File: src/rtl/mips_pkg.sv
// Shared definitions for the multicycle MIPS main controller: state
// encoding, opcode constants and ALU operation selects.
package mips_pkg;

  typedef enum logic [3:0] {
    S_FETCH    = 4'd0,
    S_DECODE   = 4'd1,
    S_MEMADR   = 4'd2,
    S_MEMRD    = 4'd3,
    S_MEMWB    = 4'd4,
    S_MEMWR    = 4'd5,
    S_EXECUTE  = 4'd6,
    S_ALUWB    = 4'd7,
    S_BRANCH   = 4'd8,
    S_ADDIEXEC = 4'd9,
    S_ADDIWB   = 4'd10,
    S_JUMP     = 4'd11
  } state_t;

  localparam logic [5:0] OP_RTYPE = 6'b000000;
  localparam logic [5:0] OP_LW    = 6'b100011;
  localparam logic [5:0] OP_SW    = 6'b101011;
  localparam logic [5:0] OP_BEQ   = 6'b000100;
  localparam logic [5:0] OP_ADDI  = 6'b001000;
  localparam logic [5:0] OP_J     = 6'b000010;

  localparam logic [1:0] ALUOP_ADD  = 2'b00;
  localparam logic [1:0] ALUOP_SUB  = 2'b01;
  localparam logic [1:0] ALUOP_FUNC = 2'b10;

  // States that stall on mem_ready and are covered by the wait timeout.
  function automatic logic is_mem_wait(input state_t s);
    return (s == S_FETCH) || (s == S_MEMRD) || (s == S_MEMWR);
  endfunction

endpackage

File: src/rtl/mc_main_control.sv
// Multicycle MIPS main control FSM with a bounded memory wait.
// Optional macro MC_PERF_CNT_EN adds cycle_cnt / instr_cnt outputs.
//
// state    | meaning
// FETCH    | read instruction at PC, PC+4 when memory is ready
// DECODE   | register read, branch target precompute, dispatch on Op
// MEMADR   | base + offset address for lw/sw
// MEMRD    | load data read, waits for mem_ready
// MEMWB    | load data written to rt
// MEMWR    | store data write, waits for mem_ready
// EXECUTE  | R-type ALU operation (Func field)
// ALUWB    | R-type result written to rd
// BRANCH   | beq compare and conditional PC update
// ADDIEXEC | rs + immediate
// ADDIWB   | addi result written to rt
// JUMP     | PC loaded with jump target
module mc_main_control
  import mips_pkg::*;
#(
  parameter int MEM_WAIT_MAX = 15
) (
  input  logic       clk,
  input  logic       reset,
  input  logic [5:0] Op,
  input  logic       mem_ready,
  output logic       IorD,
  output logic       MemWrite,
  output logic       IRWrite,
  output logic       RegDst,
  output logic       MemtoReg,
  output logic       RegWrite,
  output logic       ALUSrcA,
  output logic       Branch,
  output logic       PCWrite,
  output logic [1:0] ALUSrcB,
  output logic [1:0] PCSrc,
  output logic [1:0] AluOp,
  output logic       mem_err
`ifdef MC_PERF_CNT_EN
  ,
  output logic [31:0] cycle_cnt,
  output logic [31:0] instr_cnt
`endif
);

  localparam int WCW_RAW = $clog2(MEM_WAIT_MAX + 1);
  localparam int WCW     = (WCW_RAW < 4) ? 4 : WCW_RAW;
  localparam logic [WCW-1:0] WAIT_MAX = WCW'(MEM_WAIT_MAX);

  state_t         state;
  state_t         next_state;
  logic [WCW-1:0] wait_cnt;
  logic           timeout;
  logic           wr_ok;

  // Memory gave up on this access: count reached the limit without ready.
  assign timeout = is_mem_wait(state) && !mem_ready && (wait_cnt == WAIT_MAX);
  // Write strobes are held off while reset is asserted.
  assign wr_ok   = !reset;

  // Next-state selection from current state, opcode and memory handshake.
  always_comb begin
    next_state = S_FETCH;
    case (state)
      S_FETCH:    next_state = mem_ready ? S_DECODE : S_FETCH;
      S_DECODE: begin
        case (Op)
          OP_LW, OP_SW: next_state = S_MEMADR;
          OP_RTYPE:     next_state = S_EXECUTE;
          OP_BEQ:       next_state = S_BRANCH;
          OP_ADDI:      next_state = S_ADDIEXEC;
          OP_J:         next_state = S_JUMP;
          default:      next_state = S_FETCH;
        endcase
      end
      S_MEMADR:   next_state = (Op == OP_LW) ? S_MEMRD : S_MEMWR;
      S_MEMRD: begin
        if (mem_ready)    next_state = S_MEMWB;
        else if (timeout) next_state = S_FETCH;
        else              next_state = S_MEMRD;
      end
      S_MEMWB:    next_state = S_FETCH;
      S_MEMWR:    next_state = (mem_ready || timeout) ? S_FETCH : S_MEMWR;
      S_EXECUTE:  next_state = S_ALUWB;
      S_ALUWB:    next_state = S_FETCH;
      S_BRANCH:   next_state = S_FETCH;
      S_ADDIEXEC: next_state = S_ADDIWB;
      S_ADDIWB:   next_state = S_FETCH;
      S_JUMP:     next_state = S_FETCH;
      default:    next_state = S_FETCH;
    endcase
  end

  // State register, wait counter and registered timeout pulse.
  always_ff @(posedge clk) begin
    if (reset) begin
      state    <= S_FETCH;
      wait_cnt <= '0;
      mem_err  <= 1'b0;
    end else begin
      state   <= next_state;
      mem_err <= timeout;
      // A FETCH timeout stays in FETCH, so it must clear the count explicitly.
      if ((next_state != state) || timeout)
        wait_cnt <= '0;
      else if (is_mem_wait(state) && !mem_ready)
        wait_cnt <= wait_cnt + WCW'(1);
    end
  end

  // Moore output decode; memory strobes additionally qualified by mem_ready.
  always_comb begin
    IorD     = 1'b0;
    MemWrite = 1'b0;
    IRWrite  = 1'b0;
    RegDst   = 1'b0;
    MemtoReg = 1'b0;
    RegWrite = 1'b0;
    ALUSrcA  = 1'b0;
    Branch   = 1'b0;
    PCWrite  = 1'b0;
    ALUSrcB  = 2'b00;
    PCSrc    = 2'b00;
    AluOp    = ALUOP_ADD;
    case (state)
      S_FETCH: begin
        ALUSrcB = 2'b01;
        IRWrite = mem_ready && wr_ok;
        PCWrite = mem_ready && wr_ok;
      end
      S_DECODE: ALUSrcB = 2'b11;
      S_MEMADR: begin
        ALUSrcA = 1'b1;
        ALUSrcB = 2'b10;
      end
      S_MEMRD:  IorD = 1'b1;
      S_MEMWB: begin
        MemtoReg = 1'b1;
        RegWrite = wr_ok;
      end
      S_MEMWR: begin
        IorD     = 1'b1;
        MemWrite = mem_ready && wr_ok;
      end
      S_EXECUTE: begin
        ALUSrcA = 1'b1;
        AluOp   = ALUOP_FUNC;
      end
      S_ALUWB: begin
        RegDst   = 1'b1;
        RegWrite = wr_ok;
      end
      S_BRANCH: begin
        ALUSrcA = 1'b1;
        AluOp   = ALUOP_SUB;
        PCSrc   = 2'b01;
        Branch  = 1'b1;
      end
      S_ADDIEXEC: begin
        ALUSrcA = 1'b1;
        ALUSrcB = 2'b10;
      end
      S_ADDIWB: RegWrite = wr_ok;
      S_JUMP: begin
        PCSrc   = 2'b10;
        PCWrite = wr_ok;
      end
      default: ;
    endcase
  end

`ifdef MC_PERF_CNT_EN
  // Free-running cycle count and count of returns to FETCH.
  always_ff @(posedge clk) begin
    if (reset) begin
      cycle_cnt <= '0;
      instr_cnt <= '0;
    end else begin
      cycle_cnt <= cycle_cnt + 32'd1;
      if ((next_state == S_FETCH) && (state != S_FETCH))
        instr_cnt <= instr_cnt + 32'd1;
    end
  end
`endif

endmodule

File: config.mk
export PLATFORM = sky130hd
export DESIGN_NAME = mc_main_control
export DESIGN_NICKNAME = d
export VERILOG_FILES = /design/src/rtl/mips_pkg.sv /design/src/rtl/mc_main_control.sv
export SDC_FILE = /design/constraint.sdc
export NUM_CORES = 1
export LEC_CHECK = 0
export ABC_AREA = 1
export BUFFER_PORTS_ARGS = -buffer_cell sky130_fd_sc_hd__buf_4
export CAP_MARGIN = 20
export CORE_UTILIZATION = 50
export DETAILED_ROUTE_END_ITERATION = 8
export PLACE_DENSITY = 0.79
export SYNTH_ARGS = -nofsm -noshare
export SYNTH_HDL_FRONTEND = slang
export SYNTH_SLANG_ARGS = --single-unit
File: constraint.sdc
create_clock -name clk -period 1.7 [get_ports clk]
set_input_delay 0.17 -clock clk [delete_from_list [all_inputs] [get_ports clk]]
set_output_delay 0.17 -clock clk [all_outputs]
set_load 0.005 [all_outputs]
After elaboration in Yosys (flattened, before gate mapping). Index checks and enable logic that the tools add are counted.

Output and inout port bits: 16. Logic and storage cells: 58. Bits of input ports: 9. Register bits after elaboration: 9.

Multiplexer cells: 19. Reduce and logical (&&, ||, !) cells: 17. Add/subtract/negate cells: 1. Equality and inequality tests: 18.

Operator list (count): $pmux 4 s7 (1); $eq 4x4->1 const B (5); $pmux 4 s5 (1); $eq 4x3->1 const B (4); $eq 6x6->1 const B (2); $mux 1 (9); $mux 3 (3); $eq 4x2->1 const B (2); $pmux 2 s2 (2); $reduce_or 2->1 (4); $eq 6x2->1 const B (1); $eq 6x3->1 const B (1); $eq 6x4->1 const B (1); $logic_not 6->1 (1); $pmux 2 s3 (1); $add 4x1->4 const B (1); $eq 4x1->1 const B (1); $logic_not 4->1 (1); $logic_or 1x1->1 (4); $ne 4x4->1 (1); $reduce_or 4->1 (1); $logic_and 1x1->1 (3); $reduce_or 3->1 (1); $logic_not 1->1 (2); other kinds (2) (2).

Logic depth before layout (Yosys ltp). Gate-level depths: netlist (run 1).

Depth in word-level cells: 11. Mapped depth: 12. Mapped depth without buffers: 12.

Worst setup path after synthesis (run 1). No wires, ideal clock.

Path type: flip-flop to flip-flop. Start: register state[1]. End: register wait_cnt[1]. Period minus slack after synthesis: 1.353 ns. Data required time: 1.588 ns. Arrival: 1.241 ns. Setup slack: 0.347 ns. Library setup time: 0.112 ns. Cell stages (with the launch flop): 8. Path buffers: 0. Cell sequence: dfxtp_1 > nor2_1 > nand2_1 > nand3_4 > nand2_2 > mux2_2 > clkinv_1 > nor2_1.

Longest elaborated chain between the ends: 11. Elaborated cells between the ends (all ways): 19. Classes of those cells: eq/ne (7); mux (4); reduce/logical (8).

Ends and longest elaborated chain: start: declaration (line mc_main_control.sv:50) `state_t state;`; start signal: assignment (line mc_main_control.sv:101) `state <= next_state;`; $eq 4x2->1 / $logic_not 4->1 (equally long branches) (line mips_pkg.sv:33, mc_main_control.sv:64); $logic_or 1x1->1 (2 in series) (line mips_pkg.sv:33) `return (s == S_FETCH) || (s == S_MEMRD) || (s == S_MEMWR);`; $logic_and 1x1->1 (line mc_main_control.sv:57, mc_main_control.sv:106); $logic_and 1x1->1 (line mc_main_control.sv:57) `assign timeout = is_mem_wait(state) && !mem_ready && (wait_cnt == WAIT_MAX);`; $mux 2 / $logic_or 1x1->1 (equally long branches) (line mc_main_control.sv:79, mc_main_control.sv:83); $mux 3 (on tied branches) (line mc_main_control.sv:78, mc_main_control.sv:83); $pmux 4 s7 (line mc_main_control.sv:64) `case (state)`; $ne 4x4->1 (line mc_main_control.sv:104) `if ((next_state != state) || timeout)`; $logic_or 1x1->1 (line mc_main_control.sv:104); $reduce_or 2->1 (no line); end signal: assignment (line mc_main_control.sv:107) `wait_cnt <= wait_cnt + WCW'(1);`; end: declaration (line mc_main_control.sv:52) `logic [WCW-1:0] wait_cnt;`.

Parallel ways exist; a longest one is shown, timed or not. A chain may end at the register's enable or synchronous reset.

Worst setup path after layout (run 1).
Start: register state[3]. End: output port PCWrite.

Longest elaborated chain between the ends: 2. Elaborated cells between the ends (all ways): 3. Classes of those cells: eq/ne (1); mux (1); reduce/logical (1).

Ends and longest elaborated chain: $eq 4x4->1 / $logic_not 4->1 (equally long branches) (line mc_main_control.sv:125) `case (state)`; $pmux 1 s2 (*) (line mc_main_control.sv:125); end: declaration (line mc_main_control.sv:34) `output logic PCWrite,`.

Mark *: on every way between the ends. The rest lies on a longest branch, timed or not.

==> flow_summary_export.csv, run 1 <==
group,metric,value,unit
outcome,status,"finished clean",
grt,grt_pass1_wl,3.37,mm
die,dieWidth,42.6,um
power,p_sw_share,29.4,%
final_layout,n_antenna_cell,0,
clock_tree,root_buffer,"clkbuf_4",
logic_synthesis,synthTopCellsByArea,"dfxtp_1, nor2_1, nand2_1",
logic_synthesis,synth_seq_cells,9,
final_layout,drive_gt1_share,30.9,%
die,core_area,1520,um^2
die,die_h,42.6,um
logic_synthesis,synth_cells,139,
routing,dr.pass1.iters,4,
sta,slew_viol_final,0,
routing,vias,941,
clock_tree,cts_tree,"done",
setup_path,crit_path_start_kind,"flip-flop",
grt,grt_use_total,24.2,%
routing,wl_per_cell,11.1,um
sta,finalCritPeriodShare,92.5,%
placement,gp_congestion,0.965,
power,p_total,498,uW
grt,grt_util_met3,3.02,%
die,core.rowCount,14,
power,p_leak,0.000582,uW
logic_synthesis,syn_area,826,um^2
worst_hold_path,hold_path.class,"in -> reg",
clock_tree,clk_latency,0.26,ns
placement,port-buffer-count,24,
routing,drc_errors,0,
routing,ant_nets,0,
grt,grt_pass1_vias,807,
setup_path,cp_slowest_cell,"dfxtp_2",
grt,overflow,0,
setup_path,r2r_end,"wait_cnt[2]",
placement,dpl.cell_count,177,
sta,tightestPinTransition,0.275,ns
die,num_io_pins,25,
setup_path,rr_startpoint,"state[2]",
sta,fmax,0.636,GHz
die,die_area,1820,um^2
sta,rsz0062_at_grt,"true",
clock_tree,clock_path_buffers,2,
routing,dr.first_iter.drc_count,25,
grt,busiest_layer,"met2",
setup_path,max_stage_delay,0.37,ns
logic_synthesis,async_reset_ff_share,0,%
logic_synthesis,yosys-top-cells-count,"nor2_1, nand2_1, inv_1, nand3_1, dfxtp_1",
clock_tree,cts.sinks,9,
setup_path,ff2ff_setup_slack,0.15,ns
logic_synthesis,yosysSeqAreaShare,21.8,%
power,p_switching,146,uW
placement,dp_hpwl,1.67,mm
final_layout,fin_cells,181,
power,p_comb_share,21.2,%
clock_tree,numCtsBuffers,3,
logic_synthesis,synth_most_common_cell,"nor2_1",
logic_synthesis,synth_top_area_share,21.8,%
final_layout,syn_to_final_growth,26.8,%
clock_tree,cts_setup_buffers,0,
clock_tree,path_clk_slew,0.06,ns
worst_hold_path,holdPathStages,2,
clock_tree,htree_levels,1,
grt,grt_max_degree,9,
placement,dpl_cell_area,1010,um^2
grt,met2_usage,41.2,%
routing,routed_wl,2.01,mm
setup_path,cp.required,1.53,ns
grt,antenna_found_initial,0,
setup_path,r2r_cells,9,
final_layout,utilization,68.7,%
setup_path,crit_fanout,5,
setup_path,cp_cell_sequence,"inv_1 -> nor2_1 -> inv_1 -> nor2_1 -> nand2_1 -> o21ai_0 -> buf_4",
logic_synthesis,synth_warnings,0,
sta,hold_violations,0,
logic_synthesis,avgSynthCellArea,5.94,um^2
power,ir_drop,0.000408,V
job,cap_violations,0,
logic_synthesis,synth_edf_count,0,
final_layout,final_cell_area,1050,um^2
sta,setup_violations,0,
sta,timing.hold.ws,0.131,ns
final_layout,fill_cells,155,
power,intPower,351,uW
setup_path,crit_arrival,1.40,ns
die,initial_core_util,54.2,%
setup_path,critical_path_class,"reg -> out",
power,seq_power_share,44.8,%
routing,via_per_inst,5.20,
logic_synthesis,synth_nets,149,
power,p_clk_share,34.0,%
sta,finalClockSkew,0.00332,ns
logic_synthesis,synth_area_leader_cell,"dfxtp_1",
worst_hold_path,worstHoldStart,"reset",
sta,relSlewSlack,81.6,%
setup_path,end_kind,"output port",
logic_synthesis,synth_cell_types,27,
sta,min_period,1.57,ns
final_layout,fin_nets,176,
worst_hold_path,hold_end,"state[1]",
power,powerDensity,475,nW/um^2
logic_synthesis,synth_ff_type,"dfxtp_1",
grt,use_met1,30.7,%
-- metrics by stage --
stage	TNS, ns	setup slack [ns]
after floorplan	0	0.347
after global placement	0	0.176
after detailed placement	0	0.135
after CTS	0	0.0343
after global routing	-0.0467	-0.0256
final	0	0.128
-- timing repair --
item                                    in CTS  in global routing
endpoints found under the setup margin       0                  6
hold buffers                                 0                  0
resized for setup                            0                  4
-- worst max-delay path: cells and delay by family, from the launching register on --
kind,cells,cell delay (ns)
compound gates,1,0.09
simple gates,3,0.33
buf+inv,3,0.35
flops,1,0.37
-- sequential cells by signal (all words and copies together) (netlist names) --
register / flops
mem_err: 1
wait_cnt: 4
state: 4
-- layer usage --
layer	up-vias	wire, um
li1	487	-
met1	425	872
met2	25	1030
met3	4	84
met4	0	21
met5	-	0
-- final cells by class --
cell class / instances / area, um^2 / area share, %
Timing Repair Buffer: 24 / 180 / 17.2
Multi-Input combinational cell: 99 / 528 / 50.4
Sequential cell: 9 / 184 / 17.6
Inverter: 29 / 109 / 10.4
Tap cell: 16 / 20.0 / 1.91
Clock buffer: 4 / 26.3 / 2.51
-- kinds of logic after synthesis --
kind of cell,share of synthesized area [%]
compound gates,8.03
xor+xnor,3.18
fa+ha+maj,1.51
buf+inv,14.5
flops,21.8
mux,1.36
simple gates,49.5
-- cell usage in the layout, fill, tap and decap left out, types with 2 or more instances in the layout --
cell type	n
nor2_1	27
nand2_1	27
buf_4	24
nand2_2	5
nand4_1	2
inv_1	24
nand3_2	3
dfxtp_2	3
nand3_4	2
nand3_1	10
xor2_1	2
o31ai_1	2
inv_2	4
nor2_2	3
a21oi_1	3
dfxtp_1	6
clkbuf_4	3
nor3_1	4
-- power by group through the flow --
stage / clock network (uW) / registers [uW] / logic [uW]
after global placement: 0 / 227 / 101
after detailed placement: 0 / 227 / 104
final: 169 / 223 / 105
after floorplan: 0 / 225 / 66.3
after global routing: 185 / 224 / 118
after CTS: 174 / 222 / 105
-- worst max path at each step --
stage | slack [ns] | end | start
6_report | 0.13 | PCWrite | state[3]
5_1_grt | -0.03 | PCWrite | state[3]
4_1_cts | 0.03 | RegWrite | state[1]
3_5_place_dp | 0.13 | wait_cnt[2] | state[0]
3_3_place_gp | 0.18 | wait_cnt[2] | state[0]
2_1_floorplan | 0.35 | wait_cnt[1] | state[1]
Note: power is estimated with default switching activity, not from simulation.
==> inputs of run 2 (changes only) <==
--- a/config.mk
+++ b/config.mk
@@ -5,12 +5,11 @@
 export SDC_FILE = /design/constraint.sdc
 export NUM_CORES = 1
 export LEC_CHECK = 0
-export ABC_AREA = 1
 export BUFFER_PORTS_ARGS = -buffer_cell sky130_fd_sc_hd__buf_4
 export CAP_MARGIN = 20
 export CORE_UTILIZATION = 50
 export DETAILED_ROUTE_END_ITERATION = 8
-export PLACE_DENSITY = 0.79
+export PLACE_DENSITY = 0.78
 export SYNTH_ARGS = -nofsm -noshare
 export SYNTH_HDL_FRONTEND = slang
 export SYNTH_SLANG_ARGS = --single-unit
==> run 2 against run 1 <==
Net effect:
- the flow now finishes with violations (design-rule violations)
- synthesized area is 4.8% higher
- cell count is 15% lower
- sequential share of layout area is 1.2 points lower
- count of clock-buffer cells in the layout is 1 lower
- die area is 4.6% higher
- maximum frequency is 5.0% lower
- combinational power is 27% higher
- register-to-register slack worse by 0.07 ns
- critical path depth is 2 lower
- worst setup slack worse by 0.083 ns
- synthesized cell count is 17% lower
- highest routed layer unchanged
==> flow_summary_export.csv, run 2 <==
group,metric,value,unit
clock_tree,path_clk_slew,0.07,ns
logic_synthesis,yosysSeqAreaShare,20.8,%
sta,slew_viol_final,0,
setup_path,r2r_end,"wait_cnt[1]",
logic_synthesis,synth_cells,115,
placement,port-buffer-count,24,
logic_synthesis,synth_ff_type,"dfxtp_1",
placement,gp_congestion,0.873,
setup_path,crit_path_start_kind,"flip-flop",
grt,antenna_found_initial,0,
sta,setup_violations,0,
placement,dp_hpwl,1.66,mm
final_layout,final_common_cell,"buf_4",
grt,grt_use_total,26.9,%
sta,tightestPinTransition,0.388,ns
logic_synthesis,synthTopCellsByArea,"dfxtp_1, nor3_1, nor2_1",
setup_path,ff2ff_setup_slack,0.08,ns
setup_path,end_kind,"output port",
routing,wl_met2,1.11,mm
clock_tree,clock_path_buffers,2,
grt,grt_pass1_vias,884,
outcome,status,"complete, but fails checks",
logic_synthesis,synth_nets,125,
setup_path,cp.required,1.53,ns
die,initial_core_util,55.5,%
routing,routed_wl,2.37,mm
routing,dr.pass1.iters,6,
outcome,violations,"design-rule violations",
setup_path,cp_cell_sequence,"inv_1 -> nand2_1 -> or2_2 -> a21oi_2 -> buf_4",
routing,drc_errors,4,
routing,via_per_inst,6.31,
setup_path,critical_path_class,"reg -> out",
setup_path,crit_fanout,7,
final_layout,largestRegisters,"state: 4 flops, wait_cnt: 4 flops, mem_err: 1 flops",
sta,rsz0062_at_grt,"true",
grt,grt_pass1_wl,3.82,mm
die,die_h,43.6,um
clock_tree,numCtsBuffers,3,
sta,timing.hold.ws,0.119,ns
worst_hold_path,hold_end,"state[2]",
power,powerDensity,464,nW/um^2
sta,fmax,0.604,GHz
setup_path,r2r_cells,6,
routing,wl_met3,182,um
die,core.rowCount,14,
power,p_leak,0.000471,uW
logic_synthesis,synth_warnings,0,
logic_synthesis,yosys-top-cells-count,"nor3_1, nor2_1, dfxtp_1, nand2_1",
logic_synthesis,synth_area_leader_cell,"dfxtp_1",
sta,hold_violations,0,
sta,finalCritPeriodShare,97.3,%
power,ir_drop,0.000479,V
job,cap_violations,0,
logic_synthesis,synth_top_area_share,20.8,%
final_layout,fin_nets,149,
logic_synthesis,synth_seq_cells,9,
sta,min_period,1.65,ns
sta,finalClockSkew,0.00715,ns
logic_synthesis,synth_edf_count,0,
logic_synthesis,avgSynthCellArea,7.53,um^2
die,dieWidth,43.6,um
logic_synthesis,synth_most_common_cell,"nor3_1",
worst_hold_path,holdPathStages,2,
grt,grt_max_degree,19,
final_layout,most-common-layout-cells,"buf_4, nor3_1, nor2_1",
die,num_io_pins,25,
setup_path,max_stage_delay,0.38,ns
worst_hold_path,hold_path.class,"in -> reg",
clock_tree,cts.sinks,9,
clock_tree,clk_latency,0.28,ns
final_layout,syn_to_final_growth,34.0,%
final_layout,fill_cells,128,
setup_path,cp_slowest_cell,"dfxtp_2",
routing,vias,972,
final_layout,utilization,74.4,%
logic_synthesis,async_reset_ff_share,0,%
routing,dr.first_iter.drc_count,29,
clock_tree,root_buffer,"clkbuf_4",
final_layout,n_antenna_cell,0,
grt,overflow,0,
clock_tree,cts_hold_buf,0,
clock_tree,htree_levels,1,
logic_synthesis,synth_cell_types,40,
routing,wl_per_cell,15.4,um
setup_path,path_buf_inv,2,
sta,relSlewSlack,73.8,%
routing,ant_nets,0,
setup_path,rr_startpoint,"state[2]",
setup_path,critical-path-top-delay-family,"simple AND/OR/NAND/NOR gates",
setup_path,crit_arrival,1.48,ns
routing,wl_met1,994,um
die,core_area,1560,um^2
clock_tree,cts_tree,"done",
routing,maxUsedRoutingLayer,"met4",
die,die_area,1900,um^2
logic_synthesis,syn_area,866,um^2
worst_hold_path,worstHoldStart,"reset",
final_layout,drive_gt1_share,39.1,%
## run 2: changes by cell type in the layout (fill, tap and decap cells not counted), sizes merged, moves of 5 or more
cell and change:
buf +6, nand2 -24, nand3 -11, nor2 -17, o21ai +5, inv -26
nor3 +12, nor4b +5
## run 2: timing repair
action	in CTS	in global routing
buffers inserted	0	1
resized for setup	10	8
endpoints found under the setup margin	6	8
gates cloned	0	0
pin swaps	0	0
## run 2: power by group
group / total [uW] / leakage, uW / switching, uW / internal [uW]
registers: 220 / 0.0000753 / 7.42 / 213
logic: 133 / 0.000378 / 70.4 / 62.3
clock network: 185 / 0.0000177 / 97.3 / 87.5
## run 2: cell families (layout without fill, tap and decap cells)
kind of cell,Yosys count,in the layout,share of synthesized area (%)
DFF,9,9,20.8
AOI/OAI and AO/OA,25,25,21.8
muxes,2,2,2.31
xor gates and xnor gates,7,7,7.08
buffers and inverters,13,36,7.51
and+or+nand+nor,58,58,39.0
adders and majority gates,1,1,1.44
## run 2: how the worst max path moves through the flow
stage / depth (start not counted) / to / from / slack (ns)
global route: 5 / ALUSrcB[1] / state[3] / -0.04
floorplan: 7 / wait_cnt[0] / state[2] / 0.24
detailed placement: 7 / wait_cnt[2] / wait_cnt[0] / 0.0007
CTS: 5 / ALUSrcB[1] / state[1] / 0.005
global placement: 7 / wait_cnt[2] / wait_cnt[0] / 0.06
finish: 5 / ALUSrcB[1] / state[3] / 0.05
## run 2: worst reg2reg max path, cell delays in order (launching register included)
cell	delay, ns
dfxtp_4	0.38
buf_6	0.15
nor2_1	0.19
o21ai_0	0.16
a211oi_2	0.27
o211ai_2	0.16
nor3_1	0.22
## run 2: per-layer routing
| metal | track usage, % | up-vias |
|---|---|---|
| li1 | - | 463 |
| met1 | 32.4 | 457 |
| met2 | 41.5 | 44 |
| met3 | 9.58 | 8 |
| met4 | 15.0 | 0 |
| met5 | 0 | - |
## run 2: final cells by class
type                    instances  area, um^2  area share (%)
flip-flops and latches          9         190            16.4
repair buffers                 30         254            21.9
well taps                      16        20.0            1.73
multi-input cells              93         661            57.0
clock inverters                 1        5.00           0.432
clock buffers                   3        22.5            1.94
inverters                       2        7.51           0.647
## run 2: through the flow
step | worst slack [ns] | instance area (um^2) | instances | power [uW] | TNS (ns)
floorplan | 0.242 | 866 | 115 | 307 | 0
global placement | 0.0615 | 1050 | 149 | 347 | 0
detailed placement | 0.000697 | 1050 | 149 | 351 | 0
CTS | 0.00519 | 1110 | 153 | 530 | 0
global route | -0.0392 | 1160 | 154 | 563 | -0.0937
finish | 0.0453 | 1160 | 154 | 538 | 0
==> inputs of run 3 (changes only) <==
--- a/config.mk
+++ b/config.mk
@@ -7,9 +7,10 @@
 export LEC_CHECK = 0
 export BUFFER_PORTS_ARGS = -buffer_cell sky130_fd_sc_hd__buf_4
 export CAP_MARGIN = 20
-export CORE_UTILIZATION = 50
+export CORE_UTILIZATION = 53
+export CTS_BUF_LIST = sky130_fd_sc_hd__clkbuf_8
 export DETAILED_ROUTE_END_ITERATION = 8
-export PLACE_DENSITY = 0.78
+export PLACE_DENSITY = 0.82
 export SYNTH_ARGS = -nofsm -noshare
 export SYNTH_HDL_FRONTEND = slang
 export SYNTH_SLANG_ARGS = --single-unit
==> run 3 against run 2 <==
Net effect:
- the flow now finishes without violations
- sequential power increased by 2%
- sequential share of layout area increased by 0.29 points
- combinational power decreased by 3%
- clock power increased by 36%
- critical path depth unchanged
- die area decreased by 5.4%
- clock skew decreased by 0.0025 ns
- first-iteration DRC count increased by 79%
- sequential cell count unchanged
- register-to-register slack improved by 0.07 ns
- core utilization increased by 0.40 points
- total power increased by 13%
- critical endpoint unchanged
- largest power group is now the clock network
==> flow_summary_export.csv, run 3 (synthesis gave the netlist of run 2 again) <==
group,metric,value,unit
routing,wl_per_cell,14.6,um
sta,tightestPinTransition,0.421,ns
final_layout,syn_to_final_growth,31.6,%
die,die_h,42.4,um
sta,slew_viol_final,0,
clock_tree,cts_tree,"done",
grt,use_met1,34.1,%
outcome,status,"finished clean",
die,core_area,1520,um^2
sta,fmax,0.609,GHz
final_layout,fin_nets,149,
setup_path,cp_slowest_cell,"dfxtp_4",
routing,via_per_inst,6.12,
sta,setup_ws,0.0585,ns
sta,finalClockSkew,0.00467,ns
clock_tree,numCtsBuffers,3,
final_layout,drive_gt1_share,37.0,%
final_layout,seqCellArea,190,um^2
final_layout,multi_input_area,647,um^2
grt,antenna_found_initial,0,
final_layout,utilization,74.8,%
final_layout,fill_cells,115,
die,core.rowCount,14,
die,initial_core_util,56.8,%
grt,grt_util_met3,6.90,%
clock_tree,root_buffer,"clkbuf_8",
final_layout,most-common-layout-cells,"buf_4, nor3_1, nor2_1",
power,powerDensity,531,nW/um^2
die,die_area,1800,um^2
setup_path,cp.required,1.53,ns
placement,gp_congestion,0.998,
setup_path,crit_fanout,7,
setup_path,crit_arrival,1.47,ns
routing,routed_wl,2.25,mm
power,p_leak,0.000477,uW
placement,place_ws,0.0629,ns
setup_path,end_kind,"output port",
clock_tree,cts.sinks,9,
setup_path,critical_path_class,"reg -> out",
setup_path,critical-path-top-delay-family,"flip-flops",
clock_tree,htree_levels,1,
setup_path,cp_cell_sequence,"buf_4 -> nand2_1 -> or2_2 -> a21oi_1 -> buf_4",
sta,hold_violations,0,
setup_path,crit_path_start_kind,"flip-flop",
final_layout,n_antenna_cell,0,
setup_path,path_buf_inv,2,
routing,ant_nets,0,
routing,vias,943,
clock_tree,cts_setup_buffers,0,
routing,drc_errors,0,
worst_hold_path,hold_path.class,"in -> reg",
final_layout,largestRegisters,"state: 4 flops, wait_cnt: 4 flops, mem_err: 1 flops",
setup_path,cp_common_cell,"buf_4",
placement,port-buffer-count,24,
grt,grt_pass1_wl,3.63,mm
sta,relSlewSlack,71.5,%
final_layout,final_common_cell,"buf_4",
job,cap_violations,0,
grt,grt_use_total,26.2,%
routing,dr.first_iter.drc_count,52,
grt,overflow,0,
clock_tree,clk_latency,0.24,ns
grt,busiest_layer,"met2",
grt,grt_max_degree,13,
placement,dp_hpwl,1.68,mm
clock_tree,path_clk_slew,0.05,ns
routing,dr.pass1.iters,7,
die,dieWidth,42.4,um
sta,min_period,1.64,ns
die,num_io_pins,25,
sta,setup_violations,0,
clock_tree,clock_path_buffers,2,
grt,met2_usage,44.0,%
setup_path,max_stage_delay,0.41,ns
setup_path,ff2ff_setup_slack,0.15,ns
grt,grt_pass1_vias,823,
sta,setup_tns,0,ns
power,ir_drop,0.000643,V
sta,finalCritPeriodShare,96.6,%
## run 3: cell count changes in the layout (fill, tap and decap cells not counted), moves of 2 or more
cell / before / now
buf_4: 27 / 29
buf_12: 2 / 0
clkbuf_4: 3 / 0
clkbuf_8: 0 / 3
## run 3: repair_timing
item	CTS	global route
gates resized for setup	8	5
setup endpoints to repair	4	8
hold buffers	0	0
pin swaps	0	2
## run 3: worst paths after layout
path / end / cells after the start / start
max: ALUSrcB[1] / 5 / state[1]
min: state[2] / 2 / reset
max reg2reg: wait_cnt[1] / 6 / state[2]
min reg2reg: wait_cnt[3] / 2 / wait_cnt[3]
## run 3: cell type report
class | instances | area share [%]
tap | 16 | 1.76
clock buffer | 3 | 3.62
clock inverter | 1 | 0.439
multi-input combinational | 93 | 56.8
timing repair buffer | 30 | 20.1
sequential | 9 | 16.7
inverter | 2 | 0.659
## run 3: through the flow
stage	std cells	power [uW]	area (um^2)	hold slack [ns]
finish	154	605	1140	0.179
global route	154	631	1140	0.180
CTS	155	610	1130	0.175
detailed placement	151	354	1060	0.429
global placement	151	350	1060	0.423
floorplan	115	307	866	0.417
## run 3: where the power goes
part / switching, uW / internal (uW)
Sequential: 10.2 / 215
Combinational: 66.5 / 62.8
Clock: 90.9 / 160
## run 3: metal layers
layer,up-vias,part of all wire (%)
met5,-,0
met4,0,1.5
met3,6,10
met2,55,46
met1,425,42
li1,457,-
## run 3: worst register-to-register path: cells and delay by family (launching register included)
kind	cells	cell delay [ns]
compound gates	2	0.38
buf+inv	1	0.19
flops	1	0.38
simple gates	3	0.51
